$ cat src/rtl/timestamp_event_assembler.sv
// Reassembles three-word timestamp records popped from a first-word-fall-through FIFO into
// 64-bit timestamp events on a valid/ready port. Optional macro TS_DELTA_EN adds EVT_DELTA.
module timestamp_event_assembler #(
  parameter logic [3:0] IDENTIFIER = 4'b0001
) (
  input  logic        BUS_CLK,
  input  logic        BUS_RST_N,
  input  logic        FIFO_EMPTY,
  input  logic [31:0] FIFO_DATA,
  output logic        FIFO_READ,
  output logic        EVT_VALID,
  input  logic        EVT_READY,
  output logic [63:0] EVT_TIMESTAMP,
  output logic [7:0]  EVT_TOT,
`ifdef TS_DELTA_EN
  output logic [31:0] EVT_DELTA,
`endif
  input  logic        CLEAR,
  output logic [31:0] EVT_COUNT,
  output logic [15:0] ERR_COUNT
);

  // state | meaning
  // WAIT0 | waiting for word 0 (TS[23:0])
  // WAIT1 | waiting for word 1 (TS[47:24])
  // WAIT2 | waiting for word 2 ({TOT, TS[63:48]})
  // HOLD  | event presented, FIFO pops stalled until handshake
  typedef enum logic [1:0] {
    WAIT0 = 2'd0,
    WAIT1 = 2'd1,
    WAIT2 = 2'd2,
    HOLD  = 2'd3
  } state_t;

  state_t      state;
  logic [23:0] ts_lo;
  logic [23:0] ts_mid;

  logic [3:0]  word_id;
  logic [3:0]  word_idx;
  logic [23:0] word_payload;
  logic [3:0]  want_idx;
  logic        id_ok;
  logic        idx_ok;
  logic        resync;
  logic        capture;
  logic        handshake;
  logic        err_inc;
  logic [63:0] new_ts;

  always_comb begin
    word_id      = FIFO_DATA[31:28];
    word_idx     = FIFO_DATA[27:24];
    word_payload = FIFO_DATA[23:0];
    want_idx     = 4'd0;
    case (state)
      WAIT1:   want_idx = 4'd1;
      WAIT2:   want_idx = 4'd2;
      default: want_idx = 4'd0;
    endcase
    FIFO_READ = (state != HOLD) & ~FIFO_EMPTY & BUS_RST_N;
    id_ok     = (word_id == IDENTIFIER);
    idx_ok    = id_ok & (word_idx == want_idx);
    // a fresh word 0 mid-record restarts assembly instead of waiting for another one
    resync    = id_ok & (word_idx == 4'd0) & ~idx_ok;
    capture   = FIFO_READ & (state == WAIT2) & idx_ok;
    handshake = EVT_VALID & EVT_READY;
    err_inc   = FIFO_READ & ~idx_ok;
    new_ts    = {word_payload[15:0], ts_mid, ts_lo};
  end

  always_ff @(posedge BUS_CLK) begin
    if (!BUS_RST_N) begin
      state         <= WAIT0;
      ts_lo         <= '0;
      ts_mid        <= '0;
      EVT_VALID     <= 1'b0;
      EVT_TIMESTAMP <= '0;
      EVT_TOT       <= '0;
    end else begin
      case (state)
        WAIT0, WAIT1, WAIT2: begin
          if (FIFO_READ) begin
            if (idx_ok) begin
              case (state)
                WAIT0: begin
                  ts_lo <= word_payload;
                  state <= WAIT1;
                end
                WAIT1: begin
                  ts_mid <= word_payload;
                  state  <= WAIT2;
                end
                default: begin
                  EVT_TIMESTAMP <= new_ts;
                  EVT_TOT       <= word_payload[23:16];
                  EVT_VALID     <= 1'b1;
                  state         <= HOLD;
                end
              endcase
            end else if (resync) begin
              ts_lo <= word_payload;
              state <= WAIT1;
            end else begin
              state <= WAIT0;
            end
          end
        end
        HOLD: begin
          if (EVT_READY) begin
            EVT_VALID <= 1'b0;
            state     <= WAIT0;
          end
        end
        default: state <= WAIT0;
      endcase
    end
  end

  // CLEAR takes priority over any increment in the same cycle
  always_ff @(posedge BUS_CLK) begin
    if (!BUS_RST_N) begin
      EVT_COUNT <= '0;
      ERR_COUNT <= '0;
    end else if (CLEAR) begin
      EVT_COUNT <= '0;
      ERR_COUNT <= '0;
    end else begin
      if (handshake && (EVT_COUNT != 32'hFFFF_FFFF))
        EVT_COUNT <= EVT_COUNT + 32'd1;
      if (err_inc && (ERR_COUNT != 16'hFFFF))
        ERR_COUNT <= ERR_COUNT + 16'd1;
    end
  end

`ifdef TS_DELTA_EN
  logic [63:0] ts_prev;
  logic        hist_valid;
  logic [63:0] delta_raw;

  always_comb begin
    delta_raw = new_ts - ts_prev;
  end

  always_ff @(posedge BUS_CLK) begin
    if (!BUS_RST_N) begin
      ts_prev    <= '0;
      hist_valid <= 1'b0;
      EVT_DELTA  <= '0;
    end else begin
      if (capture) begin
        if (!hist_valid || CLEAR)
          EVT_DELTA <= '0;
        else if (delta_raw[63:32] != 32'd0)
          EVT_DELTA <= 32'hFFFF_FFFF;
        else
          EVT_DELTA <= delta_raw[31:0];
      end
      if (CLEAR) begin
        hist_valid <= 1'b0;
      end else if (handshake) begin
        ts_prev    <= EVT_TIMESTAMP;
        hist_valid <= 1'b1;
      end
    end
  end
`endif

endmodule
$ cat config.mk
export PLATFORM = sky130hd
export DESIGN_NAME = timestamp_event_assembler
export DESIGN_NICKNAME = d
export VERILOG_FILES = /design/src/rtl/timestamp_event_assembler.sv
export SDC_FILE = /design/constraint.sdc
export NUM_CORES = 1
export LEC_CHECK = 0
export ABC_AREA = 1
export BUFFER_PORTS_ARGS = -buffer_cell sky130_fd_sc_hd__buf_2
export CAP_MARGIN = 10
export CELL_PAD_IN_SITES_DETAIL_PLACEMENT = 0
export CELL_PAD_IN_SITES_GLOBAL_PLACEMENT = 1
export CORE_MARGIN = 2
export CORE_UTILIZATION = 34
export DETAILED_ROUTE_END_ITERATION = 7
export GPL_TIMING_DRIVEN = 0
export PLACE_DENSITY_LB_ADDON = 0.1
export SYNTH_ARGS = -nofsm -noshare
export SYNTH_HDL_FRONTEND = slang
export SYNTH_SLANG_ARGS = --single-unit
$ cat constraint.sdc
create_clock -name BUS_CLK -period 2.1 [get_ports BUS_CLK]
set_input_delay 0.105 -clock BUS_CLK [delete_from_list [all_inputs] [get_ports BUS_CLK]]
set_output_delay 0.105 -clock BUS_CLK [all_outputs]
set_load 0.02 [all_outputs]
==> results by stage <==
Run status:
- The run finished with clean final reports.

Synthesis:
- The netlist uses 25 different library cells.
- Synthesis produced a netlist with a net count of 1335.
- The top cell type's share of synthesized area is 41.36%.
- sky130_fd_sc_hd__dfxtp_1 takes more of the synthesized area than any other cell.
- The post-synthesis average cell area is 6.386 sq um.
- The cell area that synthesis handed to floorplanning was 0.008277 sq mm.
- The sequential share of the synthesized area is 41.36%.
- Ranked by total cell area, the synthesized netlist is headed by sky130_fd_sc_hd__dfxtp_1, sky130_fd_sc_hd__nand2_1, sky130_fd_sc_hd__nor2_1.
- The Yosys warning count is 0.
- Counting every instance in the synthesized netlist gives 1296.
- After synthesis the netlist holds a flip-flop and latch count of 171.

Detailed routing:
- In this run the remaining antenna-violating nets after routing total 0.
- The detailed router finished its first iteration with 401 violations.
- The number of remaining DRC errors is 0.
- The number of vias per cell after detailed routing is 4.351.
- Summing over every cut layer, the via total after detailed routing is 7998.
- The number of iterations in the first detailed-routing pass is 5.
- The post-detailed-routing wire length is 24760 microns.
- The mean routed wirelength per cell is 13.47 microns.

Floorplan:
- Pin placement for this block handled 159 I/O pins.
- The die outline width is 160.0 microns.
- The die footprint is 0.02561 sq mm.
- In this run the standard cell core region covers 0.02411 sq mm.
- The initial core utilization is 34.34%.
- In this run the vertical extent of the chip is 160.0 microns.
- The number of rows created at floorplan is 57.

Clocking:
- The clock tree from TritonCTS is built.
- Counting along the longest clock path gives a buffer depth of 2.
- The clock reaches the later pin of the worst-skew pair after 0.43 ns.
- The clock-pin slew of the registers on the worst-case setup and hold paths is 0.07 ns.
- The number of clock sinks is 171.
- The total CTS buffers is 17.
- The H-tree was split into 4 levels.
- Clock tree synthesis selected as its root buffer the cell sky130_fd_sc_hd__clkbuf_16.

Global routing:
- The largest net degree at the start of global routing is 17.
- The total overflow left after global routing is 0.
- The number of antenna violations at the first check in global routing is 0.
- The all-layer global routing usage is 19.47%.
- The number of global-route vias before repair is 7536.
- The wire length of the first global-routing pass is 39560 microns.

STA:
- Setup violations remaining at the end of the flow were counted as 0.
- Based on the critical path, the design can be clocked at up to 0.5252 GHz.
- The ratio of final minimum period to clock period is 90.67%.
- For the final routed database, the setup TNS stands at 0 ns.
- The final hold violation count came to 0.
- The number of max-slew violations in the final report came to 0.
- The final setup skew is 0.01330 ns.
- The worst pin sits at a relative slew slack of 52.75%.
- For the pin with the worst max-slew slack, the measured transition is 0.7087 ns.
- The post-route minimum period is 1.904 ns.

Worst setup path:
- The cell depth of the worst flop-to-flop path is 11.
- The endpoint of the lowest-slack register-to-register path is EVT_COUNT[23].
- At the worst endpoint, the required time is 2.38 ns.
- Setup slack on the worst reg-to-reg path comes out at 0.20 ns.
- The origin of the critical flop-to-flop path is EVT_COUNT[1].
- The setup path with the least slack is of type reg2reg.
- The highest fanout seen on the critical path is 10.
- The worst setup path is captured at a register.
- The critical path data arrival time is 2.19 ns.
- The critical path startpoint category is a register.

Cells and area:
- The count of antenna diodes in the layout is 0.
- Of the cells placed in the final design, the portion with a size suffix greater than 1 is 17.31%.
- The synthesis-to-finish area growth is 26.32%.
- The number of nets in the layout is 1540.
- The summed area of non-filler cells in the final layout is 0.01046 sq mm.
- The non-filler instance count after layout is 1838.
- The filler cells instantiated in the layout total 2715.

Place:
- After legalization and detailed placement, the total HPWL measured 18690 microns.
- The final weighted congestion in routability-driven placement is 0.7913.
- The port buffer count is 157.
- The cell area reported after detailed placement is 0.009468 sq mm.
- Including well taps, the total number of placed cells is 1777.

Power and ir drop:
- Across the VDD grid, the largest voltage drop is 0.4605 mV.
- The static leakage is 5.367 nW.
- The areal power density over the cells is 657.4 mW/mm^2.
- Total power for the finished layout comes to 6.873 mW.

Min path:
- Along the worst hold path, the cell count comes to 3.
- The startpoint of the most critical hold path is BUS_RST_N.
- The worst hold path terminates at state[1].
- The class of the worst hold path is in2reg.

Flow run:
- The count of maximum capacitance violations is 0.
[worst max path at each step]
| stage | startpoint | to | slack, ns | cells past startpoint |
|---|---|---|---|---|
| after global placement | EVT_COUNT[0] | EVT_COUNT[29] | -0.13 | 11 |
| final | EVT_COUNT[1] | EVT_COUNT[23] | 0.20 | 11 |
| after detailed placement | EVT_COUNT[0] | EVT_COUNT[29] | -0.12 | 11 |
| after floorplan | EVT_COUNT[1] | EVT_COUNT[29] | 0.20 | 11 |
| after global routing | state[0] | EVT_TIMESTAMP[31] | -0.04 | 11 |
| after CTS | EVT_COUNT[0] | EVT_COUNT[23] | 0.006 | 11 |
[final cells by class]
cell class,count,area (sq um),area share [%]
plain buffers,51,382.9,3.662
clock buffers,19,442.9,4.236
clock inverters,13,176.4,1.687
inverters,157,589.3,5.637
multi-input cells,916,3948,37.76
flip-flops and latches,171,3425,32.75
well taps,324,405.4,3.877
repair buffers,187,1086,10.39
[power by group]
group	leakage [nW]	total, mW	internal, mW	switching, mW
logic	3.68	0.241	0.0951	0.146
registers	1.38	3.24	3.24	0.00197
clock network	0.306	3.39	1.94	1.44
[stage by stage]
| step | worst slack, ns | hold slack [ns] | utilization (%) |
|---|---|---|---|
| 4_1_cts | 0.006362 | 0.02546 | 42.95 |
| 3_3_place_gp | -0.1283 | 0.3912 | 39.28 |
| 3_5_place_dp | -0.1225 | 0.3988 | 39.28 |
| 6_report | 0.1958 | 0.03417 | 43.37 |
| 2_1_floorplan | 0.1956 | 0.2367 | - |
| 5_1_grt | -0.03648 | 0.04357 | 43.37 |
[synthesized netlist by cell type (all sizes together)]
library cell and number:
nor2 302, clkbuf 12, nand3b 12, ha 2
clkinv 1, buf 40, inv 156, xnor2 10
nand4 5, nand2 429, xor2 15, nand3 66
dfxtp 171, a31oi 1, a21oi 69, o21ai 3
nor3 2
[cells in the final DEF, fill, tap and decap left out, drive strengths merged]
cell type	count
nand3	66
o21ai	3
nand2	429
ha	2
xnor2	10
a31oi	1
nor2	302
nand3b	12
dlygate4sd3	25
inv	164
bufinv	3
clkbuf	30
buf	202
xor2	15
nor3	2
clkinv	3
nand4	5
dfxtp	171
a21oi	69
[routing by layer]
metal	global-route usage (%)	vias to the layer above	routed length, microns
li1	-	4298	-
met3	3.636	20	1002
met1	24.57	3543	11470
met2	33.96	137	12010
met4	5.528	0	285
met5	0	-	0
[cell families (layout without fill, tap and decap cells)]
kind of cell / count (synthesis) / after routing / synth area share (%)
and+or+nand+nor: 816 / 816 / 39.53
buffers and inverters: 209 / 427 / 11.73
DFF: 171 / 171 / 41.36
AOI/OAI and AO/OA: 73 / 73 / 4.429
xor gates and xnor gates: 25 / 25 / 2.646
adders and majority gates: 2 / 2 / 0.3023
[flip-flops by register name (all words and copies together) (netlist names)]
register,count
ts_lo,24
EVT_TIMESTAMP,64
ERR_COUNT,16
EVT_TOT,8
EVT_COUNT,32
ts_mid,24
state,2
EVT_VALID,1
[worst max-delay path, stage by stage (launching register included)]
cell and delay (ns):
sky130_fd_sc_hd__dfxtp_1 0.41, sky130_fd_sc_hd__ha_2 0.23, sky130_fd_sc_hd__inv_1 0.08, sky130_fd_sc_hd__nor2_4 0.13, sky130_fd_sc_hd__nand2_2 0.10, sky130_fd_sc_hd__nor2_4 0.17
sky130_fd_sc_hd__nand2_2 0.10, sky130_fd_sc_hd__nand2_2 0.09, sky130_fd_sc_hd__inv_2 0.09, sky130_fd_sc_hd__buf_2 0.21, sky130_fd_sc_hd__nand2_1 0.10, sky130_fd_sc_hd__a21oi_1 0.06
[what timing repair did]
action	in CTS	in global routing
hold buffers	25	0
pin swaps	0	2
endpoints found under the setup margin	30	128
gates resized for setup	5	17
endpoints found under the hold margin	62	0
buffers inserted	0	5
No activity file was read; power rests on OpenSTA's default activity.
